[src/rtl/eth_pkt_rx.sv]
// eth_pkt_rx: egress packet receiver with framing check, header extraction and descriptor FIFO
//
// Ports:
//   clk, resetN            clock and synchronous active-low reset
//   inData/inSop/inEop     64-bit switch egress beat, qualified by inVld (no backpressure)
//   pktVld/pktRdy          descriptor FIFO head handshake
//   pktDst/pktSrc          header word [63:32] / [31:0]
//   pktLen/pktErr          length in words (header included) and malformed flag
//   pktCsum                payload XOR checksum (0 unless ETH_PKT_RX_CSUM_EN is defined)
//   goodCnt/errCnt/dropCnt saturating statistics counters
//
// Optional feature macro: ETH_PKT_RX_CSUM_EN enables the per-packet payload checksum.
module eth_pkt_rx #(
  parameter int DESC_DEPTH = 4,
  parameter int MAX_WORDS  = 255
) (
  input  logic        clk,
  input  logic        resetN,
  input  logic [63:0] inData,
  input  logic        inSop,
  input  logic        inEop,
  input  logic        inVld,
  output logic        pktVld,
  input  logic        pktRdy,
  output logic [31:0] pktDst,
  output logic [31:0] pktSrc,
  output logic [7:0]  pktLen,
  output logic        pktErr,
  output logic [31:0] pktCsum,
  output logic [15:0] goodCnt,
  output logic [15:0] errCnt,
  output logic [15:0] dropCnt
);
  localparam int AW = $clog2(DESC_DEPTH);
  localparam int DW = 73;
  typedef enum logic {IDLE, BODY} state_t;

  function automatic logic [15:0] sat_add(input logic [15:0] c, input logic [1:0] n);
    logic [16:0] s;
    s = {1'b0, c} + {15'b0, n};
    return s[16] ? 16'hFFFF : s[15:0];
  endfunction

  state_t        r_state;
  logic [31:0]   r_dst, r_src;
  logic [7:0]    r_len;
  logic          r_err;
  // Completion stage: a terminating SOP can close the open packet and a
  // single-word packet on the same beat, so up to two descriptors are staged.
  logic          r_p0, r_p1, r_stray;
  logic [DW-1:0] r_d0, r_d1;
  logic [DW-1:0] r_mem [DESC_DEPTH];
  logic [AW-1:0] r_wr, r_rd;
  logic [AW:0]   r_cnt;
  logic [15:0]   r_good, r_errc, r_drop;
  logic          w_ovf, w_err_n, w_pop, w_acc0, w_acc1;
  logic [7:0]    w_len_n;
  logic [AW:0]   w_free;
  logic [1:0]    w_nacc, w_ndrop, w_ngood, w_nerr;
  logic [DW-1:0] w_single;

  assign w_ovf    = r_len >= 8'(MAX_WORDS);
  assign w_len_n  = w_ovf ? r_len : r_len + 8'd1;
  assign w_err_n  = r_err | w_ovf;
  assign w_single = {inData, 8'd1, 1'b0};

`ifdef ETH_PKT_RX_CSUM_EN
  logic [31:0] r_csum, r_cs0, w_csum_n;
  logic [31:0] r_cmem [DESC_DEPTH];
  assign w_csum_n = r_csum ^ inData[63:32] ^ inData[31:0];
  assign pktCsum  = r_cmem[r_rd];
`else
  assign pktCsum = 32'd0;
`endif

  always_ff @(posedge clk) begin
    if (!resetN) begin
      r_state <= IDLE;
      r_dst   <= '0;
      r_src   <= '0;
      r_len   <= '0;
      r_err   <= 1'b0;
      r_p0    <= 1'b0;
      r_p1    <= 1'b0;
      r_stray <= 1'b0;
      r_d0    <= '0;
      r_d1    <= '0;
`ifdef ETH_PKT_RX_CSUM_EN
      r_csum  <= '0;
      r_cs0   <= '0;
`endif
    end else begin
      r_p0    <= 1'b0;
      r_p1    <= 1'b0;
      r_stray <= 1'b0;
      if (inVld) begin
        if (inSop) begin
          if (r_state == BODY) begin
            r_p0 <= 1'b1;
            r_d0 <= {r_dst, r_src, r_len, 1'b1};
`ifdef ETH_PKT_RX_CSUM_EN
            r_cs0 <= r_csum;
`endif
          end
          r_dst <= inData[63:32];
          r_src <= inData[31:0];
          r_len <= 8'd1;
          r_err <= 1'b0;
`ifdef ETH_PKT_RX_CSUM_EN
          r_csum <= '0;
`endif
          if (inEop) begin
            // The single-word packet goes behind the closed one when both complete together.
            if (r_state == BODY) begin
              r_p1 <= 1'b1;
              r_d1 <= w_single;
            end else begin
              r_p0 <= 1'b1;
              r_d0 <= w_single;
`ifdef ETH_PKT_RX_CSUM_EN
              r_cs0 <= '0;
`endif
            end
            r_state <= IDLE;
          end else begin
            r_state <= BODY;
          end
        end else if (r_state == IDLE) begin
          r_stray <= 1'b1;
        end else begin
          r_len <= w_len_n;
          r_err <= w_err_n;
`ifdef ETH_PKT_RX_CSUM_EN
          r_csum <= w_csum_n;
`endif
          if (inEop) begin
            r_p0    <= 1'b1;
            r_d0    <= {r_dst, r_src, w_len_n, w_err_n};
            r_state <= IDLE;
`ifdef ETH_PKT_RX_CSUM_EN
            r_cs0 <= w_csum_n;
`endif
          end
        end
      end
    end
  end

  // A pop in the same cycle frees a slot for the incoming push.
  assign w_pop   = pktVld & pktRdy;
  assign w_free  = (AW+1)'(DESC_DEPTH) - r_cnt + {{AW{1'b0}}, w_pop};
  assign w_acc0  = r_p0 && (w_free != '0);
  assign w_acc1  = r_p1 && (w_free >= (AW+1)'(2));
  assign w_nacc  = {1'b0, w_acc0} + {1'b0, w_acc1};
  assign w_ndrop = {1'b0, r_p0 & ~w_acc0} + {1'b0, r_p1 & ~w_acc1};
  assign w_ngood = {1'b0, r_p0 & ~r_d0[0]} + {1'b0, r_p1};
  assign w_nerr  = {1'b0, r_p0 & r_d0[0]} + {1'b0, r_stray};

  always_ff @(posedge clk) begin
    if (!resetN) begin
      r_wr   <= '0;
      r_rd   <= '0;
      r_cnt  <= '0;
      r_good <= '0;
      r_errc <= '0;
      r_drop <= '0;
      for (int i = 0; i < DESC_DEPTH; i++) begin
        r_mem[i] <= '0;
`ifdef ETH_PKT_RX_CSUM_EN
        r_cmem[i] <= '0;
`endif
      end
    end else begin
      if (w_acc0) r_mem[r_wr] <= r_d0;
      if (w_acc1) r_mem[r_wr + AW'(1)] <= r_d1;
`ifdef ETH_PKT_RX_CSUM_EN
      if (w_acc0) r_cmem[r_wr] <= r_cs0;
      if (w_acc1) r_cmem[r_wr + AW'(1)] <= 32'd0;
`endif
      r_wr   <= r_wr + AW'(w_nacc);
      r_rd   <= r_rd + AW'(w_pop);
      r_cnt  <= r_cnt + (AW+1)'(w_nacc) - (AW+1)'(w_pop);
      r_good <= sat_add(r_good, w_ngood);
      r_errc <= sat_add(r_errc, w_nerr);
      r_drop <= sat_add(r_drop, w_ndrop);
    end
  end

  assign pktVld = r_cnt != '0;
  assign {pktDst, pktSrc, pktLen, pktErr} = r_mem[r_rd];
  assign goodCnt = r_good;
  assign errCnt  = r_errc;
  assign dropCnt = r_drop;
endmodule

[config.mk]
export PLATFORM = sky130hd
export DESIGN_NAME = eth_pkt_rx
export DESIGN_NICKNAME = d
export VERILOG_FILES = /design/src/rtl/eth_pkt_rx.sv
export SDC_FILE = /design/constraint.sdc
export NUM_CORES = 1
export LEC_CHECK = 0
export ABC_AREA = 0
export CAP_MARGIN = 20
export CORE_MARGIN = 1.5
export CORE_UTILIZATION = 41
export CTS_CLUSTER_SIZE = 16
export DETAILED_ROUTE_END_ITERATION = 10
export GPL_TIMING_DRIVEN = 0
export PLACE_DENSITY = 0.67
export SYNTH_ARGS = -nofsm -noshare
export SYNTH_HDL_FRONTEND = slang
export SYNTH_SLANG_ARGS = --single-unit
[constraint.sdc]
create_clock -name clk -period 4.6 [get_ports clk]
set_input_delay 0.92 -clock clk [delete_from_list [all_inputs] [get_ports clk]]
set_output_delay 0.92 -clock clk [all_outputs]
set_load 0.01 [all_outputs]
**Word level (Yosys, flattened, before mapping)**

Memories as Yosys holds them, arrays and structs flattened. A register that Yosys moved wholly into a read port is not among the register bits.
Index checks and enable logic that the tools add are counted.

- Latch bits: 0
- Register bits after elaboration: 270
- Memory bits (writable): 292
- Memories: 1
- Output and inout bits: 154
- Input port bits: 70
- Bits in read-only memories: 0

- Equality and inequality tests: 0
- Order comparisons: 2
- Add/subtract/negate cells: 15
- Multiplexer cells: 38
- Multiply operators: 0
- Bitwise operators: 11
- Reduce and logical (&&, ||, !) cells: 15
- Div/mod/pow operators: 0
- Shift-type cells: 0

Memories:

| memory | depth | bits a word | read ports | clocked after memory_dff | write ports | line | RTL |
|---|---|---|---|---|---|---|---|
| r_mem | 4 | 73 | 1 | 1 | 4 | 52 | `logic [DW-1:0] r_mem [DESC_DEPTH];` |

Operator list:

| operator | number |
|---|---|
| 73-bit two-way mux | 8 |
| 73-bit OR reduction | 2 |
| 16-bit by 2-bit adder with 17-bit output | 3 |
| 16-bit two-way mux | 3 |
| 8-bit two-way mux | 3 |
| 1-bit two-way mux | 21 |
| 1-bit by 1-bit adder with 2-bit output | 4 |
| 8-bit by 1-bit adder with 8-bit output, second input constant | 1 |
| 8-bit greater-or-equal comparator, second input constant | 1 |
| 4-bit AND reduction | 2 |
| 2-bit two-way mux | 3 |
| 2-bit AND reduction | 3 |
| 3-bit nonzero test | 2 |
| 1-bit bitwise AND | 5 |
| 1-bit inverter | 5 |
| 2-bit nonzero test | 2 |
| 3-bit by 1-bit adder with 3-bit output | 1 |
| 3-bit by 2-bit adder with 3-bit output | 1 |
| 3-bit by 2-bit greater-or-equal comparator with 1-bit output, second input constant | 1 |
| 3-bit AND reduction | 1 |
| 3-bit OR reduction | 1 |
| 3-bit by 1-bit subtractor with 3-bit output | 1 |
| 3-bit subtractor, first input constant | 1 |
| 2-bit by 1-bit adder with 2-bit output | 1 |
| other kinds (4) | 5 |

**Logic depth before layout (Yosys ltp)**

Gate-level depths: netlist (run 1).

- Depth in word-level cells: 10
- Mapped depth: 18

**Worst setup path before layout (run 1)**

OpenSTA, ideal clock, no wires.

- Path type: in2reg
- Start: in pktRdy
- End: mem r_mem[1][10] (enable)
- Arrival time: 3,623 ps
- Buffers on the path: 1
- Stages: 9
- Slack: 552 ps
- Path through: nand2_1 > ha_1 > inv_1 > ha_1 > xor2_2 > o21ai_1 > nor3_1 > buf_2 > or3_1

RTL lines:

| element | line | RTL |
|---|---|---|
| from (decl) | 24 | `input logic pktRdy,` |
| to (decl) | 52 |  |

==> impl_results.md, run 1 <==
* CTS Hold Bufs at 0
* Number of synthesized register bits at 562
* Clk Latency, worst-skew pair at 0.62 ns
* Layout cells sized above 1 at 0.112
* Critical path launch point type: register
* # IOs at 224
* Port bufs at 190
* First-pass GRT wire length at 109 mm
* Layout Skew at 0.0200 ns
* Die Ht at 248 um
* DIE AREA at 61300 um^2
* Critical path type: reg2out
* Core Box Area at 59000 um^2
* Resized Gates After CTS at 0
* Rel. slew slack at 0.309
* Final nets at 2573
* Grt ovf at 0
* Setup violations, final at 0
* Syn_area_per_cell at 11.1 um^2
* Routed len/inst at 21.6 um
* YS warnings at 0
* Unique cell type count in the Yosys netlist at 59
* CTS Buf Count at 57
* F_max at 0.232 GHz
* Final slew viol count at 0
* Reg2Reg Setup Slack at 0.74 ns
* Die width at 248 um
* Total wire length at 71.5 mm
* Syn Inst Count at 2203
* Static Leak at 10.4 nW
* # H-tree levels at 2
* Synth area leaders: edfxtp_1 (32%), dfxtp_1 (25%), a22o_1 (9.9%)
* Top_reg_cell synth: dfxtp_1
* Power density over the cells at 417 nW/um^2
* Area growth from synthesis to layout at 20.5%
* Post-route minimum period at 4.31 ns
* Post-synth EDFFs at 260
* Clock Sink Count at 562
* Final HPWL DP at 48.2 mm
* # DRC at 0
* DRT Pass-1 Iters at 5
* Yosys top cell by area: edfxtp_1
* Routed via count at 18982
* VDD IR-drop max at 314 uV
* Worst EP arrival at 3.39 ns
* GR Util All Layers at 0.232
* Top post-synthesis cells by count: nand2_1 (429), dfxtp_1 (302), a22o_1 (276)
* Final cycle utilization of the critical path at 0.936
* Via/cell ratio at 5.73
* Worst hold path type: reg2reg
* Worst Setup EP: pktLen[5]
* Reg2reg end: r_mem[3][17]
* Clock transition at path regs at 0.06 ns
* Crit end category: output pin
* Detail Route Antenna Nets at 0
* Std cell rows at 89
* Required time worst endpoint at 3.68 ns
* Initial Utilization at 0.416
* Share of the synthesized area in the top cell type at 0.318
* Setup Buffers After CTS at 0
* FILL cells at 5177
* Worst-path fanout max at 10
* Status: finished, final reports clean
* Ys async rst share at 0
* Iter 0 DRT Violations at 1480
* Slew @ Worst Pin at 1.04 ns
* Initial antenna violation count at 7
* Post-synthesis instance area at 24500 um^2
* Critical Path Source: r_rd[0]
* PnR worst setup slack at 0.294 ns
* RSZ-0062 raised after global routing: no
* Endpoints failing hold at 0
* Dpl ws at 0.270 ns
* Max_cap viols at 0
* Reg-to-reg startpoint: r_cnt[2]
* Sequential-to-total area share from yosys stat at 0.565
* Vias in the first global route at 18727
* CTS tree: built
* R2R depth at 10
* Post-Layout Cell Count at 3310
* Clock root cell: clkbuf_16
* Placed insts at 3201
* CTS Buffer Depth at 3
* Count leader, synth: nand2_1
* Largest net degree at the start of global routing at 44
* Routability cong. at 0.879
## where the power goes
group | internal, mW | total [mW] | switching, mW
Combinational | 0.961 | 2.04 | 1.08
Sequential | 5.41 | 5.54 | 0.123
Clock | 2.76 | 4.73 | 1.97
Total | 9.14 | 12.3 | 3.17
## layer usage
metal / up-vias / part of all wire / track usage
met5: - / 0.0010 / 0
met4: 12 / 0.036 / 0.0916
met3: 146 / 0.081 / 0.0462
met2: 836 / 0.48 / 0.391
met1: 9231 / 0.40 / 0.292
li1: 8757 / - / -
## sequential cells by signal, indices dropped and copies added (netlist names), named ones only
signal	flops
r_rd	2
dropCnt	16
r_err	1
r_p0	1
goodCnt	16
r_wr	2
r_stray	1
r_src	32
errCnt	16
r_cnt	3
r_dst	32
r_d1	65
r_d0	65
r_mem	292
r_p1	1
r_state	1
r_len	8
## cell families (layout without fill, tap and decap cells)
| group | Yosys count | count (layout) | synth area share |
|---|---|---|---|
| DFF | 562 | 562 | 0.565 |
| other | 1 | 33 | 0.000153 |
| AOI/OAI and AO/OA | 613 | 613 | 0.184 |
| adders and majority gates | 16 | 16 | 0.00939 |
| xor gates and xnor gates | 33 | 33 | 0.0121 |
| and+or+nand+nor | 656 | 656 | 0.113 |
| muxes | 75 | 75 | 0.0679 |
| buffers and inverters | 247 | 549 | 0.0489 |
## cell type report
class,instances,area [um^2],share of cell area
clock inverters,27,269,0.00910
clock buffers,81,1640,0.0555
repair buffers,194,2010,0.0681
inverters,33,129,0.00436
diodes,1,2.50,0.0000847
plain buffers,214,1080,0.0364
flip-flops and latches,562,13900,0.469
multi-input cells,1425,9600,0.325
well taps,773,967,0.0327
## how the worst min path moves through the flow
stage                   start   endpoint  slack (ns)  depth (start not counted)
finish              r_dst[29]  r_dst[29]        0.45                          2
global route        r_dst[29]  r_dst[29]        0.47                          2
detailed placement  r_dst[28]  r_dst[28]        0.45                          2
CTS                 r_dst[28]  r_dst[28]        0.46                          2
global placement    r_src[13]  r_src[13]        0.44                          2
floorplan           r_dst[30]  r_dst[30]        0.44                          2
## worst max-delay path, stage by stage (launching register included)
cell             delay (ns)
dfxtp_1                0.35
clkbuf_1               0.73
buf_2                  0.51
mux4_2                 0.64
clkdlybuf4s50_1        0.52
## through the flow
| stage | instance area [um^2] | TNS (ns) | total power, mW | hold slack [ns] | util |
|---|---|---|---|---|---|
| 3_5_place_dp | 27600 | 0 | 7.69 | 0.447 | 0.468 |
| 4_1_cts | 29500 | 0 | 12.4 | 0.455 | 0.501 |
| 3_3_place_gp | 27500 | -344.30 | 7.65 | 0.442 | 0.466 |
| 2_1_floorplan | 24600 | 0 | 6.79 | 0.436 | - |
| 6_report | 29500 | 0 | 12.3 | 0.454 | 0.501 |
| 5_1_grt | 29500 | 0 | 12.7 | 0.467 | 0.501 |
## cell usage in the layout, fill, tap and decap left out, drive strengths merged, types with 4 or more instances in the layout
| cell type | count |
|---|---|
| xor2 | 16 |
| edfxtp | 260 |
| fa | 4 |
| buf | 137 |
| and4 | 4 |
| nand4 | 17 |
| inv | 35 |
| nand2 | 429 |
| o211a | 7 |
| mux4 | 73 |
| and3 | 13 |
| nor3 | 19 |
| clkinv | 17 |
| dfxtp | 302 |
| a21oi | 194 |
| nor2 | 92 |
| a22o | 276 |
| nor4 | 7 |
| and2 | 5 |
| ha | 12 |
| clkbuf | 162 |
| xnor2 | 17 |
| a31oi | 13 |
| a211oi | 7 |
| a311oi | 67 |
| nor2b | 8 |
| nand2b | 7 |
| clkdlybuf4s50 | 190 |
| o21ai | 25 |
| nand3 | 43 |
| bufinv | 5 |
| conb | 32 |
(Power assumes the default switching activity.)
==> run 2: changes to the inputs <==
CORE_ASPECT_RATIO = 1.1   (was not set)
==> impl_results.md, run 2 (synthesized netlist as in run 1, its figures left out) <==
* Clock transition at path regs at 0.07 ns (was 0.06 ns)
* Setup violations, final at 0 (unchanged)
* PnR worst setup slack at 0.342 ns (was 0.294 ns)
* Final HPWL DP at 48.6 mm (was 48.2 mm)
* Critical-path top delay cell: clkbuf_1 (unchanged)
* Setup Buffers After CTS at 0 (unchanged)
* VDD IR-drop max at 259 uV (was 314 uV)
* FILL cells at 5243 (was 5177)
* Number of flip-flops in the largest register at 292 (unchanged)
* Status: finished, final reports clean (unchanged)
* Clock root cell: clkbuf_16 (unchanged)
* DP Area at 27600 um^2 (about the same)
* # H-tree levels at 2 (unchanged)
* Initial Utilization at 0.417 (was 0.416)
* Top Registers: r_mem: 292 flops, r_d0: 65 flops, r_d1: 65 flops (unchanged)
* DRT Pass-1 Iters at 5 (unchanged)
* Via/cell ratio at 5.77 (was 5.73)
* Reg with most FFs: r_mem (unchanged)
* Post-Layout Inst Area at 29400 um^2 (was 29500 um^2)
* Reg-to-reg startpoint: r_cnt[2] (unchanged)
* Final slew viol count at 0 (unchanged)
* Dpl ws at 0.264 ns (was 0.270 ns)
* GR Util All Layers at 0.230 (was 0.232)
* Grt ovf at 0 (unchanged)
* # DRC at 0 (unchanged)
* Crit end category: output pin (unchanged)
* Final cycle utilization of the critical path at 0.926 (was 0.936)
* Rel. slew slack at 0.299 (was 0.309)
* CTS Buf Count at 56 (was 57)
* Core Box Area at 58900 um^2 (was 59000 um^2)
* Clock Sink Count at 562 (unchanged)
* Area growth from synthesis to layout at 19.9% (was 20.5%)
* Commonest cells after routing, fill and taps aside: nand2_1 (429), dfxtp_1 (302), a22o_1 (276) (unchanged)
* CTS Buffer Depth at 3 (unchanged)
* Layout Skew at 0.0219 ns (was 0.0200 ns)
* Required time worst endpoint at 3.68 ns (about the same)
* Die Ht at 260 um (was 248 um)
* Crit-path leading delay family: buffers and inverters (unchanged)
* F_max at 0.235 GHz (was 0.232 GHz)
* Routed via count at 19007 (was 18982)
* Die width at 236 um (was 248 um)
* Static Leak at 10.3 nW (was 10.4 nW)
* Post-Layout Cell Count at 3296 (was 3310)
* Final nets at 2572 (was 2573)
* Worst hold path type: reg2reg (unchanged)
* Crit path buffers/inverters at 3 (unchanged)
* Power density over the cells at 411 nW/um^2 (was 417 nW/um^2)
* # IOs at 224 (unchanged)
* CTS tree: built (unchanged)
* Layout cells sized above 1 at 0.112 (about the same)
* Largest net degree at the start of global routing at 46 (was 44)
* Cell Chain, Critical Path: clkbuf_1 -> buf_2 -> mux4_2 -> clkdlybuf4s50_1 (unchanged)
* Clk Latency, worst-skew pair at 0.63 ns (was 0.62 ns)
* Critical path type: reg2out (unchanged)
* First-pass GRT wire length at 109 mm (about the same)
* Routed len/inst at 22.0 um (was 21.6 um)
* Post-route minimum period at 4.26 ns (was 4.31 ns)
* CTS Hold Bufs at 0 (unchanged)
* Commonest non-fill, non-tap cell in the layout: nand2_1 (unchanged)
* Resized Gates After CTS at 0 (unchanged)
* Routability cong. at 0.862 (was 0.879)
* Slew @ Worst Pin at 1.05 ns (was 1.04 ns)
* Design Power at 12.1 mW (was 12.3 mW)
* Placed insts at 3188 (was 3201)
* Worst-path fanout max at 10 (unchanged)
* Max_cap viols at 0 (unchanged)
* Vias in the first global route at 18680 (was 18727)
* Endpoints failing hold at 0 (unchanged)
* CP max stage delay at 0.71 ns (was 0.73 ns)
* RSZ-0062 raised after global routing: no (unchanged)
* Worst Hold Launch: r_src[0] (was r_dst[29])
* Initial antenna violation count at 4 (was 7)
* Detail Route Antenna Nets at 0 (unchanged)
* Critical path launch point type: register (unchanged)
* DIE AREA at 61300 um^2 (about the same)
* Critical Path Source: r_rd[0] (unchanged)
* Std cell rows at 93 (was 89)
* Worst EP arrival at 3.34 ns (was 3.39 ns)
* Total wire length at 72.4 mm (was 71.5 mm)
* Port bufs at 190 (unchanged)
* Iter 0 DRT Violations at 1461 (was 1480)
[run 2: worst reg2reg max path: cells and delay by family, from the launching register on]
| family | cells | cell delay, ns |
|---|---|---|
| adder cells (fa/ha/maj) | 6 | 1.58 |
| AND/OR/NAND/NOR | 4 | 0.74 |
| flip-flops | 1 | 0.37 |
| XOR/XNOR | 2 | 0.37 |
| buffers and inverters | 5 | 0.28 |
| AO/OA/AOI/OAI | 1 | 0.23 |
[run 2: metrics by stage]
step                      TNS [ns]  utilization  hold slack (ns)
final                            0        0.499            0.454
after global placement     -355.35        0.467            0.442
after detailed placement         0        0.469            0.447
after CTS                        0        0.499            0.455
after floorplan                  0            -            0.436
after global routing             0        0.499            0.471
[run 2: area by class of cell]
| class | count | area (um^2) | share of cell area |
|---|---|---|---|
| flip-flops and latches | 562 | 13900 | 0.471 |
| multi-input cells | 1425 | 9600 | 0.326 |
| repair buffers | 194 | 2000 | 0.0679 |
| clock buffers | 69 | 1530 | 0.0521 |
| plain buffers | 214 | 1080 | 0.0366 |
| well taps | 760 | 951 | 0.0323 |
| clock inverters | 37 | 265 | 0.00902 |
| inverters | 33 | 129 | 0.00438 |
| diodes | 2 | 5.00 | 0.000170 |
[run 2: per-layer routing]
metal / vias to the layer above / global-route usage / share of wire
met5: - / 0 / 0.00065
met4: 6 / 0.107 / 0.043
met3: 177 / 0.0469 / 0.078
met2: 803 / 0.394 / 0.48
met1: 9297 / 0.281 / 0.39
li1: 8724 / - / -
[run 2: worst paths after layout]
| check | to | slack (ns) | cells past startpoint |
|---|---|---|---|
| setup / recovery | pktLen[7] | 0.34 | 4 |
| setup reg to reg | r_cnt[2] | 0.90 | 18 |
| hold / removal | r_src[0] | 0.45 | 2 |
| hold reg to reg | r_src[0] | 0.45 | 2 |
[run 2: report_power, final]
group / total (mW) / switching (mW) / internal [mW]
Sequential: 5.54 / 0.123 / 5.41
Combinational: 2.03 / 1.07 / 0.957
Clock: 4.53 / 2.00 / 2.53
